[src/rtl/mic1_loader_pkg.sv]
// Shared types and constants for the MIC-1 serial boot loader.
// Optional inter-byte timeout is enabled by defining MIC1_LOADER_TIMEOUT_EN.
package mic1_loader_pkg;

    typedef enum logic [2:0] {
        StIdle,
        StLenLo,
        StLenHi,
        StData,
        StWrite,
        StCsum,
        StReply,
        StRun
    } loader_state_e;

    localparam logic [7:0] SYNC_BYTE = 8'hA5;
    localparam logic [7:0] ACK_BYTE  = 8'h06;
    localparam logic [7:0] NAK_BYTE  = 8'h15;

    // Inter-byte timeout, in units of one 10-bit UART frame.
    localparam int unsigned TIMEOUT_MULT = 16;

endpackage

[src/rtl/mic1_uart_rx.sv]
// 8N1 UART receiver: 2-flop synchroniser, mid-bit sampler, one-cycle valid/ferr pulses.
module mic1_uart_rx #(
    parameter int DIV = 104
) (
    input  logic       clk,
    input  logic       rst_n,
    input  logic       ser_rx,
    output logic [7:0] rx_data,
    output logic       rx_valid,
    output logic       rx_ferr
);

    localparam int CW = $clog2(DIV);
    localparam logic [CW-1:0] HALF_M1 = CW'(DIV / 2 - 1);
    localparam logic [CW-1:0] FULL_M1 = CW'(DIV - 1);

    typedef enum logic [1:0] {RxIdle, RxStart, RxData, RxStop} rx_state_e;

    rx_state_e     state;
    logic          sync1, sync2, prev;
    logic [CW-1:0] cnt;
    logic [2:0]    bit_idx;
    logic [7:0]    shreg;

    always_ff @(posedge clk) begin
        if (!rst_n) begin
            state    <= RxIdle;
            sync1    <= 1'b1;
            sync2    <= 1'b1;
            prev     <= 1'b1;
            cnt      <= '0;
            bit_idx  <= '0;
            shreg    <= '0;
            rx_data  <= '0;
            rx_valid <= 1'b0;
            rx_ferr  <= 1'b0;
        end else begin
            sync1    <= ser_rx;
            sync2    <= sync1;
            prev     <= sync2;
            rx_valid <= 1'b0;
            rx_ferr  <= 1'b0;
            unique case (state)
                RxIdle: begin
                    if (prev && !sync2) begin
                        cnt   <= '0;
                        state <= RxStart;
                    end
                end
                RxStart: begin
                    if (cnt == HALF_M1) begin
                        cnt <= '0;
                        // A start bit that is high again at mid-bit was a glitch.
                        if (!sync2) begin
                            bit_idx <= '0;
                            state   <= RxData;
                        end else begin
                            state <= RxIdle;
                        end
                    end else begin
                        cnt <= cnt + 1'b1;
                    end
                end
                RxData: begin
                    if (cnt == FULL_M1) begin
                        cnt     <= '0;
                        shreg   <= {sync2, shreg[7:1]};
                        bit_idx <= bit_idx + 1'b1;
                        if (bit_idx == 3'd7) state <= RxStop;
                    end else begin
                        cnt <= cnt + 1'b1;
                    end
                end
                RxStop: begin
                    if (cnt == FULL_M1) begin
                        cnt   <= '0;
                        state <= RxIdle;
                        if (sync2) begin
                            rx_valid <= 1'b1;
                            rx_data  <= shreg;
                        end else begin
                            rx_ferr <= 1'b1;
                        end
                    end else begin
                        cnt <= cnt + 1'b1;
                    end
                end
                default: state <= RxIdle;
            endcase
        end
    end

endmodule

[src/rtl/mic1_uart_loader.sv]
// MIC-1 serial boot loader: framed image over UART into memory, ACK/NAK reply, CPU release.
// Define MIC1_LOADER_TIMEOUT_EN to abort stalled frames with an inter-byte timer.
module mic1_uart_loader
    import mic1_loader_pkg::*;
#(
    parameter int CLK_HZ = 12_000_000,
    parameter int BAUD   = 115_200,
    parameter int WORD_W = 32,
    parameter int ADDR_W = 12,
    parameter int LED_N  = 5
) (
    input  logic              clk,
    input  logic              rst_n,
    input  logic              ser_rx,
    output logic              ser_tx,
    output logic [ADDR_W-1:0] mem_addr,
    output logic [WORD_W-1:0] mem_wdata,
    output logic              mem_we,
    input  logic              mem_ready,
    output logic              cpu_run,
    output logic [LED_N-1:0]  leds
);

    localparam int DIV   = CLK_HZ / BAUD;
    localparam int BYTES = WORD_W / 8;
    localparam int BC_W  = (BYTES > 1) ? $clog2(BYTES) : 1;
    localparam int TW    = $clog2(DIV);
    localparam logic [BC_W-1:0] LAST_BYTE = BC_W'(BYTES - 1);
    localparam logic [TW-1:0]   DIV_M1    = TW'(DIV - 1);

    loader_state_e   state;
    logic [15:0]     words_left;
    logic [BC_W-1:0] byte_cnt;
    logic [7:0]      sum;
    logic            err_csum, err_frame;
    logic            held_valid;
    logic [7:0]      held_byte;

    logic [8:0]      tx_shift;
    logic [TW-1:0]   tx_cnt;
    logic [3:0]      tx_bit;
    logic            tx_busy, tx_ack;

    logic [7:0]      rx_data;
    logic            rx_valid, rx_ferr;
    logic            in_valid;
    logic [7:0]      in_byte;

`ifdef MIC1_LOADER_TIMEOUT_EN
    localparam int TO_CYCLES = int'(TIMEOUT_MULT) * 10 * DIV;
    localparam int TO_W      = $clog2(TO_CYCLES);
    logic [TO_W-1:0] to_cnt;
`endif

    mic1_uart_rx #(
        .DIV (DIV)
    ) u_rx (
        .clk      (clk),
        .rst_n    (rst_n),
        .ser_rx   (ser_rx),
        .rx_data  (rx_data),
        .rx_valid (rx_valid),
        .rx_ferr  (rx_ferr)
    );

    // A byte parked during WRITE takes precedence once the FSM leaves WRITE.
    always_comb begin
        in_valid = (state != StWrite) && (held_valid || rx_valid);
        in_byte  = held_valid ? held_byte : rx_data;
    end

    always_ff @(posedge clk) begin
        if (!rst_n) begin
            state      <= StIdle;
            words_left <= '0;
            byte_cnt   <= '0;
            sum        <= '0;
            err_csum   <= 1'b0;
            err_frame  <= 1'b0;
            held_valid <= 1'b0;
            held_byte  <= '0;
            tx_shift   <= '1;
            tx_cnt     <= '0;
            tx_bit     <= '0;
            tx_busy    <= 1'b0;
            tx_ack     <= 1'b0;
            ser_tx     <= 1'b1;
            mem_addr   <= '0;
            mem_wdata  <= '0;
            mem_we     <= 1'b0;
            cpu_run    <= 1'b0;
`ifdef MIC1_LOADER_TIMEOUT_EN
            to_cnt     <= '0;
`endif
        end else begin
            if (rx_ferr) err_frame <= 1'b1;

            if (state == StWrite) begin
                if (rx_valid) begin
                    if (held_valid) begin
                        err_frame <= 1'b1;
                    end else begin
                        held_valid <= 1'b1;
                        held_byte  <= rx_data;
                    end
                end
            end else if (held_valid) begin
                if (rx_valid) held_byte <= rx_data;
                else          held_valid <= 1'b0;
            end

            if (tx_busy) begin
                if (tx_cnt == DIV_M1) begin
                    tx_cnt <= '0;
                    if (tx_bit == 4'd9) begin
                        tx_busy <= 1'b0;
                        ser_tx  <= 1'b1;
                    end else begin
                        ser_tx   <= tx_shift[0];
                        tx_shift <= {1'b1, tx_shift[8:1]};
                        tx_bit   <= tx_bit + 1'b1;
                    end
                end else begin
                    tx_cnt <= tx_cnt + 1'b1;
                end
            end

            unique case (state)
                StIdle: begin
                    if (in_valid && in_byte == SYNC_BYTE) begin
                        sum   <= '0;
                        state <= StLenLo;
                    end
                end
                StLenLo: begin
                    if (in_valid) begin
                        words_left[7:0] <= in_byte;
                        state           <= StLenHi;
                    end
                end
                StLenHi: begin
                    if (in_valid) begin
                        words_left[15:8] <= in_byte;
                        if ({in_byte, words_left[7:0]} == 16'd0) begin
                            state <= StCsum;
                        end else begin
                            mem_addr <= '0;
                            byte_cnt <= '0;
                            state    <= StData;
                        end
                    end
                end
                StData: begin
                    if (in_valid) begin
                        mem_wdata <= {in_byte, mem_wdata[WORD_W-1:8]};
                        sum       <= sum + in_byte;
                        if (byte_cnt == LAST_BYTE) begin
                            byte_cnt <= '0;
                            mem_we   <= 1'b1;
                            state    <= StWrite;
                        end else begin
                            byte_cnt <= byte_cnt + 1'b1;
                        end
                    end
                end
                StWrite: begin
                    if (mem_ready) begin
                        mem_we     <= 1'b0;
                        mem_addr   <= mem_addr + 1'b1;
                        words_left <= words_left - 16'd1;
                        state      <= (words_left == 16'd1) ? StCsum : StData;
                    end
                end
                StCsum: begin
                    if (in_valid) begin
                        ser_tx   <= 1'b0;
                        tx_cnt   <= '0;
                        tx_bit   <= '0;
                        tx_busy  <= 1'b1;
                        tx_ack   <= (in_byte == sum);
                        tx_shift <= {1'b1, (in_byte == sum) ? ACK_BYTE : NAK_BYTE};
                        if (in_byte != sum) err_csum <= 1'b1;
                        state <= StReply;
                    end
                end
                StReply: begin
                    if (!tx_busy) begin
                        cpu_run <= tx_ack;
                        state   <= tx_ack ? StRun : StIdle;
                    end
                end
                StRun: cpu_run <= 1'b1;
                default: state <= StIdle;
            endcase

`ifdef MIC1_LOADER_TIMEOUT_EN
            if (state inside {StLenLo, StLenHi, StData, StCsum}) begin
                if (in_valid) begin
                    to_cnt <= '0;
                end else if (to_cnt == TO_W'(TO_CYCLES - 1)) begin
                    to_cnt    <= '0;
                    err_frame <= 1'b1;
                    state     <= StIdle;
                end else begin
                    to_cnt <= to_cnt + 1'b1;
                end
            end else if (state != StWrite) begin
                to_cnt <= '0;
            end
`endif
        end
    end

    logic [4:0]       status;
    logic [LED_N+4:0] status_ext;

    always_comb begin
        status     = {err_frame, err_csum, cpu_run,
                      (state != StIdle) && (state != StRun), (state == StIdle)};
        status_ext = {{LED_N{1'b0}}, status};
        leds       = status_ext[LED_N-1:0];
    end

endmodule
[config.mk]
export PLATFORM = sky130hd
export DESIGN_NAME = mic1_uart_loader
export DESIGN_NICKNAME = d
export VERILOG_FILES = /design/src/rtl/mic1_loader_pkg.sv /design/src/rtl/mic1_uart_rx.sv /design/src/rtl/mic1_uart_loader.sv
export SDC_FILE = /design/constraint.sdc
export NUM_CORES = 1
export LEC_CHECK = 0
export BUFFER_PORTS_ARGS = -buffer_cell sky130_fd_sc_hd__buf_2
export CORE_MARGIN = 8
export CORE_UTILIZATION = 30
export DETAILED_ROUTE_END_ITERATION = 6
export HOLD_SLACK_MARGIN = 0.03
export PLACE_DENSITY_LB_ADDON = 0.25
export SYNTH_ARGS = -nofsm -noshare
export SYNTH_HDL_FRONTEND = slang
export SYNTH_SLANG_ARGS = --single-unit
[constraint.sdc]
create_clock -name clk -period 2.3 [get_ports clk]
set_input_delay 0.115 -clock clk [delete_from_list [all_inputs] [get_ports clk]]
set_output_delay 0.115 -clock clk [all_outputs]
set_load 0.05 [all_outputs]
Word-level counts from Yosys, hierarchy flattened
Cells that the tools add are included.

$add $sub $neg: 8. $mul: 0. Div/mod/pow operators: 0. Order comparisons: 0. Equal/unequal tests: 38. Shift-type cells: 0. Mux-type cells: 89. Bitwise gates (word level): 0. Reduce and logical (&&, ||, !) cells: 37.

Operator list (number): $mux 8 (8); $mux 7 (7); $pmux 8 s2 (3); $mux 9 (5); $mux 3 (14); $mux 12 (3); $mux 1 (24); $pmux 12 s2 (1); $pmux 3 s7 (1); $pmux 7 s3 (1); $mux 2 (10); $mux 4 (5); $ne 2x2->1 const B (9); $reduce_and 3->1 (6); $eq 16x1->1 const B (1); $logic_not 16->1 (1); $mux 16 (1); $reduce_and 4->1 (4); $reduce_bool 2->1 (8); $sub 16x1->16 const B (1); $eq 3x3->1 const B (5); $add 7x1->7 const B (2); $eq 7x7->1 const B (2); $ne 2x1->1 const B (7); other kinds (31) (43).

Register bits: 142. Bits in latches: 0. RAM bits: 0. ROM bits: 0. Input bits: 4. Output and inout bits: 52. Logic and storage cells: 201. Memories: 0.

Logic depth before layout (Yosys ltp)
Depth in word-level cells: 6. Gate-level depth with buffers: 11. Mapped depth without buffers: 9.

Cells and area by module
From an unflattened synthesis, not the netlist that was laid out.

Cells, all modules: 831. Area, all modules: 6841.6 um2.

Modules (own cells, without submodules): mic1_uart_loader (times used 1, cells each 669, area an instance 5439.0 um2, sequential area each 2182.1 um2); mic1_uart_rx (times used 1, cells each 162, area an instance 1402.6 um2, sequential area each 660.6 um2).

Worst setup path before layout
Ideal clock, no wire load.

Path kind: register to output. From: register state[2]. To: output port leds[1]. Arrival: 2408 ps. Required time: 2185 ps. Slack: -223 ps. Stages on the path, launching flop included: 4. Cell sequence: dfxtp_1 -> clkbuf_1 -> nor3_1 -> a21oi_1.

Longest elaborated chain between the ends: 2. Elaborated cells between the ends (all ways): 3.

Ends and longest elaborated chain: start: declaration (RTL line mic1_uart_loader.sv:31) `loader_state_e state;`; start signal: assignment (RTL line mic1_uart_loader.sv:74) `state <= StIdle;`; start signal: assignment (RTL line mic1_uart_loader.sv:132) `state <= StLenLo;`; start signal: assignment (RTL line mic1_uart_loader.sv:138) `state <= StLenHi;`; $ne 3x3->1 / $reduce_bool 3->1 (equally long branches) (RTL line mic1_uart_loader.sv:219) `(state != StIdle) && (state != StRun), (state == StIdle)};`; $logic_and 1x1->1 * (RTL line mic1_uart_loader.sv:219); end: declaration (RTL line mic1_uart_loader.sv:21) `output logic [LED_N-1:0] leds`.

Mark *: on every way between the ends. The rest lies on a longest branch, timed or not.

Final worst setup path
From: register held_valid. To: register sum[7].

Longest elaborated chain between the ends: 5. Elaborated cells between the ends (all ways): 11.

Ends and longest elaborated chain: start: declaration (RTL line mic1_uart_loader.sv:36) `logic held_valid;`; start signal: assignment (RTL line mic1_uart_loader.sv:80) `held_valid <= 1'b0;`; start signal: assignment (RTL line mic1_uart_loader.sv:103) `held_valid <= 1'b1;`; start signal: assignment (RTL line mic1_uart_loader.sv:109) `else held_valid <= 1'b0;`; $mux 8 *; via in_byte[1] (RTL line mic1_uart_loader.sv:47) `logic [7:0] in_byte;`; parallel branches: the longest is 4 deep, another holds $add 8x8->8; end signal: assignment (RTL line mic1_uart_loader.sv:156) `sum <= sum + in_byte;`; end: declaration (RTL line mic1_uart_loader.sv:34) `logic [7:0] sum;`.

Mark *: on every way through the listed nets, which the timed path passes. The select of a mux whose other input is x is not followed. A chain may end at the register's enable or synchronous reset.

==> impl_metrics.py <==
metrics = {
    "status": {
        "status": "finished with violations",
        "violations": "negative setup slack",
    },
    "grt": {
        "antenna_found_initial": 0,
        "grt_pass1_wl_um": 28400,
        "track_usage": 0.129,
        "grt_start_max_net_pins": 77,
        "grt-ovfl-total": 0,
        "grt_pass1_vias": 5418,
    },
    "logic_synthesis": {
        "ys_seq_area_frac": 0.426,
        "synthFlopType": "dfxtp_1",
        "yosysMostFrequentCell": "dfxtp_1",
        "async_reset_ff_frac": 0,
        "syn_area_per_cell_um2": 8.43,
        "syn_area_um2": 6680,
        "synthCells": 792,
        "synthDominantCellAreaShare": 0.426,
        "synth_nets": 815,
        "synth_common_cells": "142 x dfxtp_1, 112 x nor2_1, 87 x nand2_1",
        "synth_warnings": 0,
        "synth.distinct_cells": 68,
        "synth_area_leaders": "dfxtp_1 43%, nor2_1 6.3%, mux2i_1 5.2%, nand2_1 4.9%, a21oi_1 4.7%",
        "synth-seq-cells": 142,
        "synth_edf_count": 0,
        "yosysTopAreaCell": "dfxtp_1",
    },
    "drt": {
        "drt_pass1_iterations": 5,
        "drt-total-wl_um": 17100,
        "wl_per_cell_um": 14.8,
        "initialDrtViolationCount": 436,
        "drtAntennaViolNets": 0,
        "post-route-drc-count": 0,
        "via_per_inst": 4.95,
        "vias": 5741,
    },
    "timing": {
        "setup_violations": 1,
        "clock-skew-final_ns": 0.00797,
        "rsz0062_at_grt": "yes",
        "drv_slew": 0,
        "whs_ns": 0.128,
        "worst_pin_slew_ns": 0.495,
        "setup_ws_ns": -0.0547,
        "max_freq_mhz": 425,
        "fin_crit_sh": 1.02,
        "hold_violations": 0,
        "post-route-min-period_ns": 2.35,
        "slew_headroom": 0.669,
    },
    "layout": {
        "fin_area_um2": 8190,
        "num_antenna_cells": 0,
        "nets": 891,
        "multi_input_area_um2": 3640,
        "seq_area_um2": 2850,
        "syn_to_final_growth_pct": 22.6,
        "fill_cells": 2255,
        "drive_gt1_frac": 0.200,
    },
    "floorplan": {
        "die-area_um2": 27300,
        "initial_core_util": 0.306,
        "ios": 56,
        "die_height_um": 165,
        "fp.dieW_um": 165,
        "core-area_um2": 21800,
        "rows": 54,
    },
    "place": {
        "gp_congestion": 0.822,
        "postPlaceCellArea_um2": 7560,
        "hpwl_um": 11800,
        "io_buffer_count": 55,
    },
    "clock_tree": {
        "insertion_delay_ns": 0.42,
        "clock-sinks": 142,
        "cts_tree": "yes",
        "numCtsBuffers": 17,
        "htree_levels": 4,
        "root_buffer": "clkbuf_16",
        "clkTransAtPathRegs_ns": 0.06,
        "cts.path.max_buffers": 2,
    },
    "setup_path": {
        "slowest_stage": "dfxtp_4",
        "cp_max_fo": 7,
        "path_cells": "mux2_4 -> ha_4 -> a21oi_2 -> o211ai_1 -> o41ai_2 -> xnor2_1 -> or3_1 -> a31oi_1",
        "crit_arrival_ns": 2.70,
        "setup.worst_path.end_class": "register",
        "cp.buffers_inverters": 0,
        "reg2reg_from": "held_valid",
        "crit_start": "held_valid",
        "max_stage_delay_ns": 0.44,
        "critPathLaunchType": "register",
        "cp.required_ns": 2.65,
        "crit_type": "register to register",
        "critPathTopFamily": "compound AO/OA/AOI/OAI gates",
    },
    "power": {
        "p_switching_w": 0.00119,
        "share_comb_of_total_power": 0.019,
        "p_leak_nw": 3.35,
        "total_power_w": 0.00520,
        "swShare": 0.228,
        "p_int_w": 0.00401,
        "clkPwrFrac": 0.506,
        "ir_drop_v": 0.000398,
        "power_density_nw_per_um2": 635,
        "seqPwrFrac": 0.475,
    },
    "run": {
        "maxCapViolCount": 0,
    },
    "min_path": {
        "holdCritPathClass": "input pin to register",
        "min_from": "mem_ready",
    },
}
final timing paths:
path                                    to  slack [ns]  depth (start not counted)
worst max-delay path                sum[7]       -0.05                          8
worst min-delay path                mem_we        0.13                          3
worst max register to register      sum[7]       -0.05                          8
worst min register to register  u_rx.sync2        0.43                          1
layout make-up:
cell class | instances | share of cell area
clock buffer | 19 | 0.0541
clock inverter | 12 | 0.0141
inverter | 16 | 0.00734
multi-input combinational | 581 | 0.444
sequential | 142 | 0.348
tap | 280 | 0.0428
timing repair buffer | 110 | 0.0896
cells in the final DEF (no fill, tap or decap), drive strengths merged, types with 3 or more instances in the layout:
| cell type | netlist | layout |
|---|---|---|
| nor2 | 112 | 112 |
| nor3b | 3 | 3 |
| nand4 | 16 | 16 |
| clkinvlp | 0 | 3 |
| o211ai | 3 | 3 |
| clkbuf | 27 | 19 |
| buf | 26 | 107 |
| clkinv | 0 | 6 |
| or2 | 3 | 3 |
| nor4 | 5 | 5 |
| nand4b | 3 | 3 |
| and3 | 13 | 13 |
| nand2 | 89 | 89 |
| or3 | 6 | 6 |
| a21oi | 64 | 64 |
| nor2b | 5 | 5 |
| nor3 | 20 | 20 |
| o31ai | 3 | 3 |
| nand2b | 6 | 6 |
| o21ai | 50 | 50 |
| a31oi | 6 | 6 |
| inv | 16 | 18 |
| o22ai | 3 | 3 |
| a211oi | 11 | 11 |
| and2 | 6 | 6 |
| nand3b | 4 | 4 |
| or4 | 5 | 5 |
| mux2i | 36 | 36 |
| dfxtp | 142 | 142 |
| ha | 18 | 18 |
| dlygate4sd3 | 0 | 3 |
| a41oi | 4 | 4 |
| xor2 | 18 | 18 |
| a22oi | 6 | 6 |
| xnor2 | 6 | 6 |
| nand3 | 24 | 24 |
| a311oi | 6 | 6 |
| a32oi | 5 | 5 |
repair_timing:
action | CTS | global route
pin swaps | 0 | 4
hold buffers | 3 | 0
gates resized for setup | 4 | 4
buffers inserted | 0 | 1
endpoints found under the hold margin | 9 | 0
setup endpoints to repair | 28 | 11
stage by stage:
step | worst slack, ns | setup TNS, ns | std cells | utilization
after global placement | -0.166 | -1.86 | 1125 | 0.346
final | -0.0547 | -0.0547 | 1160 | 0.375
after global routing | -0.185 | -0.540 | 1160 | 0.375
after CTS | 0.0182 | 0 | 1159 | 0.374
after detailed placement | -0.270 | -3.77 | 1125 | 0.346
after floorplan | -0.0353 | -0.0630 | 792 | -
power by group through the flow:
stage | clock, W | sequential (W) | combinational (W)
2_1_floorplan | 0 | 0.00252 | 0.0000673
3_3_place_gp | 0 | 0.00253 | 0.0000958
3_5_place_dp | 0 | 0.00253 | 0.0000950
4_1_cts | 0.00270 | 0.00247 | 0.0000996
5_1_grt | 0.00281 | 0.00247 | 0.000109
6_report | 0.00263 | 0.00247 | 0.0000979
routing by layer:
| layer | routed length, um | share of wire | up-vias | track usage |
|---|---|---|---|---|
| met1 | 8530 | 0.50 | 2702 | 0.177 |
| met5 | 0 | 0 | - | 0 |
| met4 | 267 | 0.016 | 0 | 0.0426 |
| met2 | 7750 | 0.45 | 75 | 0.196 |
| met3 | 581 | 0.034 | 18 | 0.0295 |
| li1 | - | - | 2946 | - |
tightest hold or removal path, stage by stage:
cell	delay (ns)
buf_2	0.11
and2_1	0.21
nor3_1	0.07
state kept, by name, summed over array words and instances (netlist names), 8 cells and up, named ones only:
name and count:
held_byte 8, sum 8, u_rx.shreg 8, mem_wdata 32, words_left 16, mem_addr 12, u_rx.rx_data 8, tx_shift 9
cells by family after synthesis:
logic type	count (synthesis)	synth area share
buffers and inverters	69	0.0470
and+or+nand+nor	327	0.241
muxes	38	0.0579
xor gates and xnor gates	24	0.0315
adders and majority gates	19	0.0367
AOI/OAI and AO/OA	173	0.160
DFF	142	0.426
Power figures use the tool's default switching activity.
